`src/rtl/nvio_pit_sched.sv`:
```
// Shares the three nvio PIT channels among NREQ one-shot delay requesters:
// round-robin grant, Wishbone programming of a free channel, done on terminal count.
module nvio_pit_sched #(
   parameter int NREQ  = 4,
   parameter int RBITS = 2
) (
   input  logic                 clk_i,
   input  logic                 rst_i,
   input  logic [NREQ-1:0]      req,
   input  logic [32*NREQ-1:0]   delay,
   output logic [NREQ-1:0]      req_ack,
   output logic [NREQ-1:0]      done,
   output logic [2:0]           busy,
   output logic                 cyc_o,
   output logic                 stb_o,
   output logic                 we_o,
   output logic [3:0]           sel_o,
   output logic [5:0]           adr_o,
   output logic [31:0]          dat_o,
   input  logic                 ack_i,
   input  logic [2:0]           pit_out
);

   typedef enum logic [1:0] {IDLE, WR_MAX, WR_ONT, WR_CTL} state_t;

   state_t            state;
   logic [RBITS-1:0]  ptr;
   logic [RBITS-1:0]  owner [3];
   logic [2:0]        pit_q;
   logic [1:0]        chan;

   logic              r_found, n_found, gnt_ok;
   logic [RBITS-1:0]  cand, gnt_r;
   logic [1:0]        gnt_n;
   logic [31:0]       gnt_d;
   logic [2:0]        fall, busy_nxt;
   logic [NREQ-1:0]   done_nxt;

   // Arbitration sees busy before this edge's expiries, so a freed channel
   // only becomes grantable one cycle later.
   always_comb begin
      r_found = 1'b0;
      n_found = 1'b0;
      cand    = '0;
      gnt_r   = '0;
      gnt_n   = '0;
      for (int unsigned k = 0; k < NREQ; k++) begin
         cand = RBITS'((32'(ptr) + k) % NREQ);
         if (!r_found && req[cand]) begin
            r_found = 1'b1;
            gnt_r   = cand;
         end
      end
      for (int unsigned k = 0; k < 3; k++) begin
         if (!n_found && !busy[k]) begin
            n_found = 1'b1;
            gnt_n   = 2'(k);
         end
      end
      gnt_ok = (state == IDLE) && r_found && n_found;
      gnt_d  = delay[{gnt_r, 5'd0} +: 32];
      if (gnt_d == 32'd0)
         gnt_d = 32'd1;

      fall     = pit_q & ~pit_out & busy;
      done_nxt = '0;
      for (int unsigned k = 0; k < 3; k++) begin
         if (fall[k])
            done_nxt[owner[k]] = 1'b1;
      end
      busy_nxt = busy & ~fall;
      if (gnt_ok)
         busy_nxt[gnt_n] = 1'b1;
   end

   always_ff @(posedge clk_i or posedge rst_i) begin
      if (rst_i) begin
         state   <= IDLE;
         ptr     <= '0;
         pit_q   <= '0;
         chan    <= '0;
         req_ack <= '0;
         done    <= '0;
         busy    <= '0;
         cyc_o   <= 1'b0;
         stb_o   <= 1'b0;
         we_o    <= 1'b0;
         sel_o   <= '0;
         adr_o   <= '0;
         dat_o   <= '0;
         for (int unsigned k = 0; k < 3; k++)
            owner[k] <= '0;
      end else begin
         pit_q   <= pit_out;
         req_ack <= '0;
         done    <= done_nxt;
         busy    <= busy_nxt;
         case (state)
            IDLE: begin
               if (gnt_ok) begin
                  owner[gnt_n]   <= gnt_r;
                  chan           <= gnt_n;
                  req_ack[gnt_r] <= 1'b1;
                  ptr            <= (gnt_r == RBITS'(NREQ - 1)) ? '0 : gnt_r + 1'b1;
                  cyc_o          <= 1'b1;
                  stb_o          <= 1'b1;
                  we_o           <= 1'b1;
                  sel_o          <= 4'hF;
                  adr_o          <= {gnt_n, 4'h4};
                  dat_o          <= gnt_d;
                  state          <= WR_MAX;
               end
            end
            WR_MAX: begin
               if (ack_i) begin
                  adr_o <= {chan, 4'h8};
                  dat_o <= 32'd1;
                  state <= WR_ONT;
               end
            end
            WR_ONT: begin
               if (ack_i) begin
                  adr_o <= 6'h0C;
                  sel_o <= 4'b0001 << chan;
                  dat_o <= 32'h3 << {chan, 3'd0};
                  state <= WR_CTL;
               end
            end
            WR_CTL: begin
               if (ack_i) begin
                  cyc_o <= 1'b0;
                  stb_o <= 1'b0;
                  we_o  <= 1'b0;
                  sel_o <= '0;
                  adr_o <= '0;
                  dat_o <= '0;
                  state <= IDLE;
               end
            end
            default: state <= IDLE;
         endcase
      end
   end

endmodule

```
`config.mk`:
```
export PLATFORM = sky130hd
export DESIGN_NAME = nvio_pit_sched
export DESIGN_NICKNAME = d
export VERILOG_FILES = /design/src/rtl/nvio_pit_sched.sv
export SDC_FILE = /design/constraint.sdc
export NUM_CORES = 1
export LEC_CHECK = 0
export CORE_ASPECT_RATIO = 0.7
export CORE_MARGIN = 5
export CORE_UTILIZATION = 31
export CTS_BUF_LIST = sky130_fd_sc_hd__clkbuf_2
export CTS_CLUSTER_DIAMETER = 60
export DETAILED_ROUTE_END_ITERATION = 6
export PLACE_DENSITY_LB_ADDON = 0.08
export SYNTH_ARGS = -nofsm -noshare
export SYNTH_HDL_FRONTEND = slang
export SYNTH_SLANG_ARGS = --single-unit
```
`constraint.sdc`:
```
create_clock -name clk_i -period 6.4 [get_ports clk_i]
set_input_delay 0.96 -clock clk_i [delete_from_list [all_inputs] [get_ports clk_i]]
set_output_delay 0.96 -clock clk_i [all_outputs]
set_load 0.01 [all_outputs]
```
Word level (Yosys, flattened, before mapping)
Cells that the tools add are included.
{"block": "totals", "ff_bits": 69}
{"block": "op_classes", "n_addsub": 4, "order_cmp": 16, "eq_ne": 8, "shifts": 3, "mux": 64, "n_bitwise": 9, "reduce_logical": 27}
{"operator": "2-to-1 mux 32 bit", "n": 5}
{"operator": "case mux 32 bit (4 select lines)", "n": 1}
{"operator": "indexed part select 128 x 8 -> 32 bit", "n": 1}
{"operator": "logical NOT 32 bit", "n": 1}
{"operator": "2-to-1 mux 4 bit", "n": 8}
{"operator": "<< shifter 2 x 5 -> 32 bit (first input constant)", "n": 1}
{"operator": "< comparator 2 x 3 -> 1 bit (second input constant)", "n": 9}
{"operator": "2-to-1 mux 6 bit", "n": 4}
{"operator": "case mux 6 bit (4 select lines)", "n": 1}
{"operator": "2-to-1 mux 2 bit", "n": 11}
{"operator": "2-to-1 mux 1 bit", "n": 19}
{"operator": "logical AND 1 bit", "n": 13}
{"operator": "case mux 4 bit (3 select lines)", "n": 1}
{"operator": "demux 1 bit (select 2 bit)", "n": 5}
{"operator": ">= comparator 2 x 1 -> 1 bit (second input constant)", "n": 5}
{"operator": "bitwise AND 3 bit", "n": 3}
{"operator": "binary-select mux 1 bit (select 2 bit)", "n": 4}
{"operator": "!= test 2 bit (second input constant)", "n": 4}
{"operator": "OR 4 bit", "n": 2}
{"operator": "case mux 2 bit (4 select lines)", "n": 1}
{"operator": "AND reduction 4 bit", "n": 2}
{"operator": "bitwise mux 6 bit", "n": 1}
{"operator": "equality test 2 bit (second input constant)", "n": 3}
{"operator": "logical NOT 1 bit", "n": 6}
{"operator": "other kinds (17)", "n": 20}

Longest topological paths before layout
{"block": "logic_depth", "depth_word": 18, "mapped_depth": 12, "ltp_nobuf": 10}

Worst setup path after synthesis
OpenSTA, ideal clock, no wires.
{"block": "synth_timing", "path_kind": "input to register", "startpoint": "input req[1]", "endpoint": "register dat_o[0]", "setup_ns": 0.067, "arrival_ns": 2.670, "path_slack_ns": 3.663, "cell_stages": 12, "n_path_buf": 2, "cell_sequence": "or3b_1 o21ai_2 nor2_2 inv_2 buf_8 buf_12 mux2i_1 mux2i_1 nor4_1 nand4_1 nor2_1 o41a_1"}
{"block": "synth_via", "elab_chain_cells": 17}
{"item": "start, declared", "line": "9", "text": "input logic [NREQ-1:0] req,"}
{"item": "binary-select mux 1 bit (select 2 bit)", "line": "49", "text": "if (!r_found && req[cand]) begin"}
{"item": "2-to-1 mux 1 bit (not written as such)", "line": "49"}
{"item": "2-to-1 mux 1 bit", "line": "49"}
{"item": "logical NOT 1 bit", "line": "49"}
{"item": "logical AND 1 bit", "line": "49"}
{"item": "2-to-1 mux 1 bit", "line": "49"}
{"item": "logical NOT 1 bit", "line": "49"}
{"item": "logical AND 1 bit", "line": "49"}
{"item": "[2 not listed]"}
{"item": "logical AND 1 bit", "line": "49"}
{"item": "2-to-1 mux 2 bit (*)", "line": "49"}
{"item": "via gnt_r[0]", "line": "33", "text": "logic [RBITS-1:0] cand, gnt_r;"}
{"item": "indexed part select 128 x 8 -> 32 bit (*)", "line": "61", "text": "gnt_d = delay[{gnt_r, 5'd0} +: 32];"}
{"item": "logical NOT 32 bit", "line": "62", "text": "if (gnt_d == 32'd0)"}
{"item": "2-to-1 mux 32 bit (*)", "line": "62"}
{"item": "2-to-1 mux 32 bit (*)", "line": "100", "text": "if (gnt_ok) begin"}
{"item": "case mux 32 bit (4 select lines) (*)", "line": "98", "text": "case (state)"}
{"item": "end signal, assigned", "line": "110", "text": "dat_o <= gnt_d;"}
{"item": "end signal, assigned", "line": "125", "text": "dat_o <= 32'h3 << {chan, 3'd0};"}
{"item": "end, declared", "line": "19", "text": "output logic [31:0] dat_o,"}
Mark *: on every way through the listed nets, which the timed path passes. The rest lies on a longest branch. The select of a mux whose other input is x is not followed.
A chain may end at the register's enable or synchronous reset.

Worst setup path after layout
Same ends and word-level chain as after synthesis.

==> reports/metrics.csv <==
stage;metric;value;unit
run;drv_cap;0;
final_layout;final_common_cell;clkdlybuf4s50_1;
synthesis;synth_area;3970;um^2
placed_design;place_congestion;0.784;
worst_setup_path;cp_max_fo;44;
power_and_ir_drop;vdd_drop_max;145;uV
final_layout;nNetsFinal;705;
clock_tree;root_buffer;clkbuf_2;
timing;max-slew-margin-rel;25.2;%
worst_setup_path;r2r_slack;2.77;ns
clock_tree;path_clk_slew;0.18;ns
final_layout;final_cell_mix;191 x clkdlybuf4s50_1, 97 x mux2i_1, 65 x dfrtp_1, 25 x nand2_1, 24 x a22o_1;
timing;period_needed;4.04;ns
worst_setup_path;critPathKind;in -> reg;
synthesis;ys_warn_count;0;
worst_hold_path;hold_path.class;reg -> reg;
worst_hold_path;worstHoldPathCells;2;
synthesis;synthesis.instances;376;
synthesis;yosysUniqueCellTypes;41;
global_routing;grt_max_degree;66;
timing;clock-skew-final;0.0249;ns
floorplan;start_util;31.8;%
floorplan;rows;34;
outcome;outcome;completed;
global_routing;grt_pass1_wl;20.3;mm
floorplan;ios;194;
placed_design;hpwl;10.3;mm
clock_tree;clk_latency;0.51;ns
global_routing;grt-ovfl-total;0;
final_layout;utilization;48.0;%
final_layout;area_growth;51.0;%
worst_setup_path;reg2reg_depth;11;
power_and_ir_drop;seqPwrFrac;31.6;%
synthesis;yosys.area.top_type;dfrtp_1;
worst_setup_path;required;6.84;ns
placed_design;portBuffers;191;
timing;rsz0062_at_grt;no;
timing;worstMarginPinSlew;1.12;ns
final_layout;layout-drive-gt1-share;5.68;%
clock_tree;holdBufCountCts;0;
detailed_routing;drt_iter0_markers;166;
synthesis;yosysSeqAreaShare;40.9;%
synthesis;ys.flop_type;dfrtp_1;
detailed_routing;via_count;3538;
clock_tree;clock_sinks;65;
detailed_routing;drtAntennaViolNets;0;
detailed_routing;wl_per_cell;18.2;um
clock_tree;cts_tree;done;
floorplan;fp.dieH;105;um
floorplan;dieArea;15200;um^2
detailed_routing;drt-pass1-iter-count;5;
synthesis;yosysTopAreaCellShare;40.9;%
floorplan;core;12500;um^2
global_routing;grt_pass1_vias;3697;
clock_tree;ctsResizeCount;0;
timing;fmax;247;MHz
global_routing;antenna_found_initial;0;
timing;fin_crit_sh;63.2;%
synthesis;synth.area.top_cells;dfrtp_1 41%, mux2i_1 24%, a22o_1 5.3%;
worst_setup_path;reg2reg_to;dat_o[0]$_DFFE_PP0P_;
synthesis;synth_seq_cells;65;
worst_setup_path;worst_setup_path_start_kind;primary input;
clock_tree;numCtsBuffers;9;
timing;setup_tns;0;ns
power_and_ir_drop;p_int;1.19;mW
worst_setup_path;end_kind;flop;
floorplan;dieWidth;145;um
power_and_ir_drop;finalPower;2.11;mW
final_layout;diodes;0;
worst_setup_path;reg2reg_from;ptr[1]$_DFFE_PP0P_;
synthesis;synth-async-reset-ratio;100;%
timing;hold_viol_final;0;
timing;finalSetupViolCount;0;
detailed_routing;drc_errors;0;
power_and_ir_drop;p_leak;2.71;nW
power_and_ir_drop;p_comb_share;59.1;%
detailed_routing;wl;13.2;mm
power_and_ir_drop;powerDensity;351;nW/um^2
worst_setup_path;worstPathArrival;4.48;ns
worst_hold_path;min-delay-start;sel_o[3]$_DFFE_PP0P_;
clock_tree;clockBufferDepth;2;
power_and_ir_drop;p_sw_share;43.4;%
power_and_ir_drop;power.clock.fraction;9.3;%
timing;slew_violations;0;
detailed_routing;vias_per_cell;4.88;
synthesis;syn_avg_cell_area;10.6;um^2
worst_hold_path;min_to;sel_o[3]$_DFFE_PP0P_;
timing;layout_setup_ws;2.36;ns
power_and_ir_drop;switching_power;0.915;mW
clock_tree;postCtsSetupRepairBufs;0;
placed_design;pre_cts_ws;1.82;ns
global_routing;gr-usage-all-layers;16.6;%
clock_tree;cts_htree_levels;3;
synthesis;synth_edf_count;0;
==> worst max path at each step <==
stage,depth (start not counted),startpoint,slack (ns),to
after global placement,12,req[1],1.95,dat_o[0]$_DFFE_PP0P_
after CTS,12,req[1],2.37,dat_o[0]$_DFFE_PP0P_
final,12,req[1],2.36,dat_o[0]$_DFFE_PP0P_
after global routing,12,req[1],2.09,dat_o[0]$_DFFE_PP0P_
after floorplan,12,req[1],3.66,dat_o[0]$_DFFE_PP0P_
after detailed placement,12,req[1],1.82,dat_o[0]$_DFFE_PP0P_
==> through the flow <==
stage / area [um^2] / std cells / hold slack (ns)
after floorplan: 3980 / 377 / 0.496
after global placement: 5930 / 710 / 0.468
after detailed placement: 5930 / 710 / 0.473
after CTS: 6000 / 725 / 0.512
after global routing: 6000 / 725 / 0.537
final: 6000 / 725 / 0.506
==> critical path: stages <==
cell	delay, ns
clkdlybuf4s50_1	0.56
a21boi_0	0.20
nor2_1	0.07
nor2_2	0.17
clkinv_2	0.75
buf_4	0.56
mux2i_1	0.22
mux2i_1	0.11
nor4_1	0.39
nand4_1	0.20
nor2_1	0.13
o41a_1	0.13
==> cell families (layout without fill, tap and decap cells) <==
family	Yosys count	after routing	share of synthesized area, %
other	1	2	0.0944
muxes	106	106	27.0
buffers and inverters	41	227	7.02
DFF	65	65	40.9
adders and majority gates	8	8	2.52
AOI/OAI and AO/OA	73	73	12.5
and+or+nand+nor	82	82	9.95
==> flip-flops by register name, indices dropped and copies added (netlist names) <==
register / cells
done: 4
ptr: 2
adr_o: 3
req_ack: 4
sel_o: 4
pit_q: 3
owner: 6
busy: 3
we_o: 1
chan: 2
dat_o: 32
state: 1
==> Yosys cell counts, types with 7 or more instances <==
library cell	count
a21oi_1	14
a22o_1	24
buf_2	9
buf_4	7
dfrtp_1	65
ha_1	8
inv_1	15
mux2_2	7
mux2i_1	97
nand2_1	25
nor2_1	18
nor3_1	10
nor4_1	9
o21ai_0	11
o21ai_1	10
==> power by group through the flow <==
stage | clock [mW] | combinational, mW | sequential, mW
after floorplan | 0 | 0.793 | 0.688
after global placement | 0 | 1.24 | 0.670
after detailed placement | 0 | 1.26 | 0.672
after CTS | 0.205 | 1.26 | 0.667
after global routing | 0.223 | 1.36 | 0.687
final | 0.195 | 1.25 | 0.667
==> cell type report <==
cell class	count	area, um^2
clock buffers	10	50.0
fillers	1172	6510
well taps	162	203
multi-input cells	271	2090
flip-flops and latches	65	1630
inverters	16	61.3
repair buffers	196	1950
clock inverters	5	23.8
==> metal layers <==
layer | share of wire [%] | GRT usage, %
met5 | 0 | 0
met4 | 0.84 | 2.53
met3 | 7.0 | 6.19
met2 | 47 | 26.7
met1 | 45 | 22.1
Power figures use the tool's default switching activity.
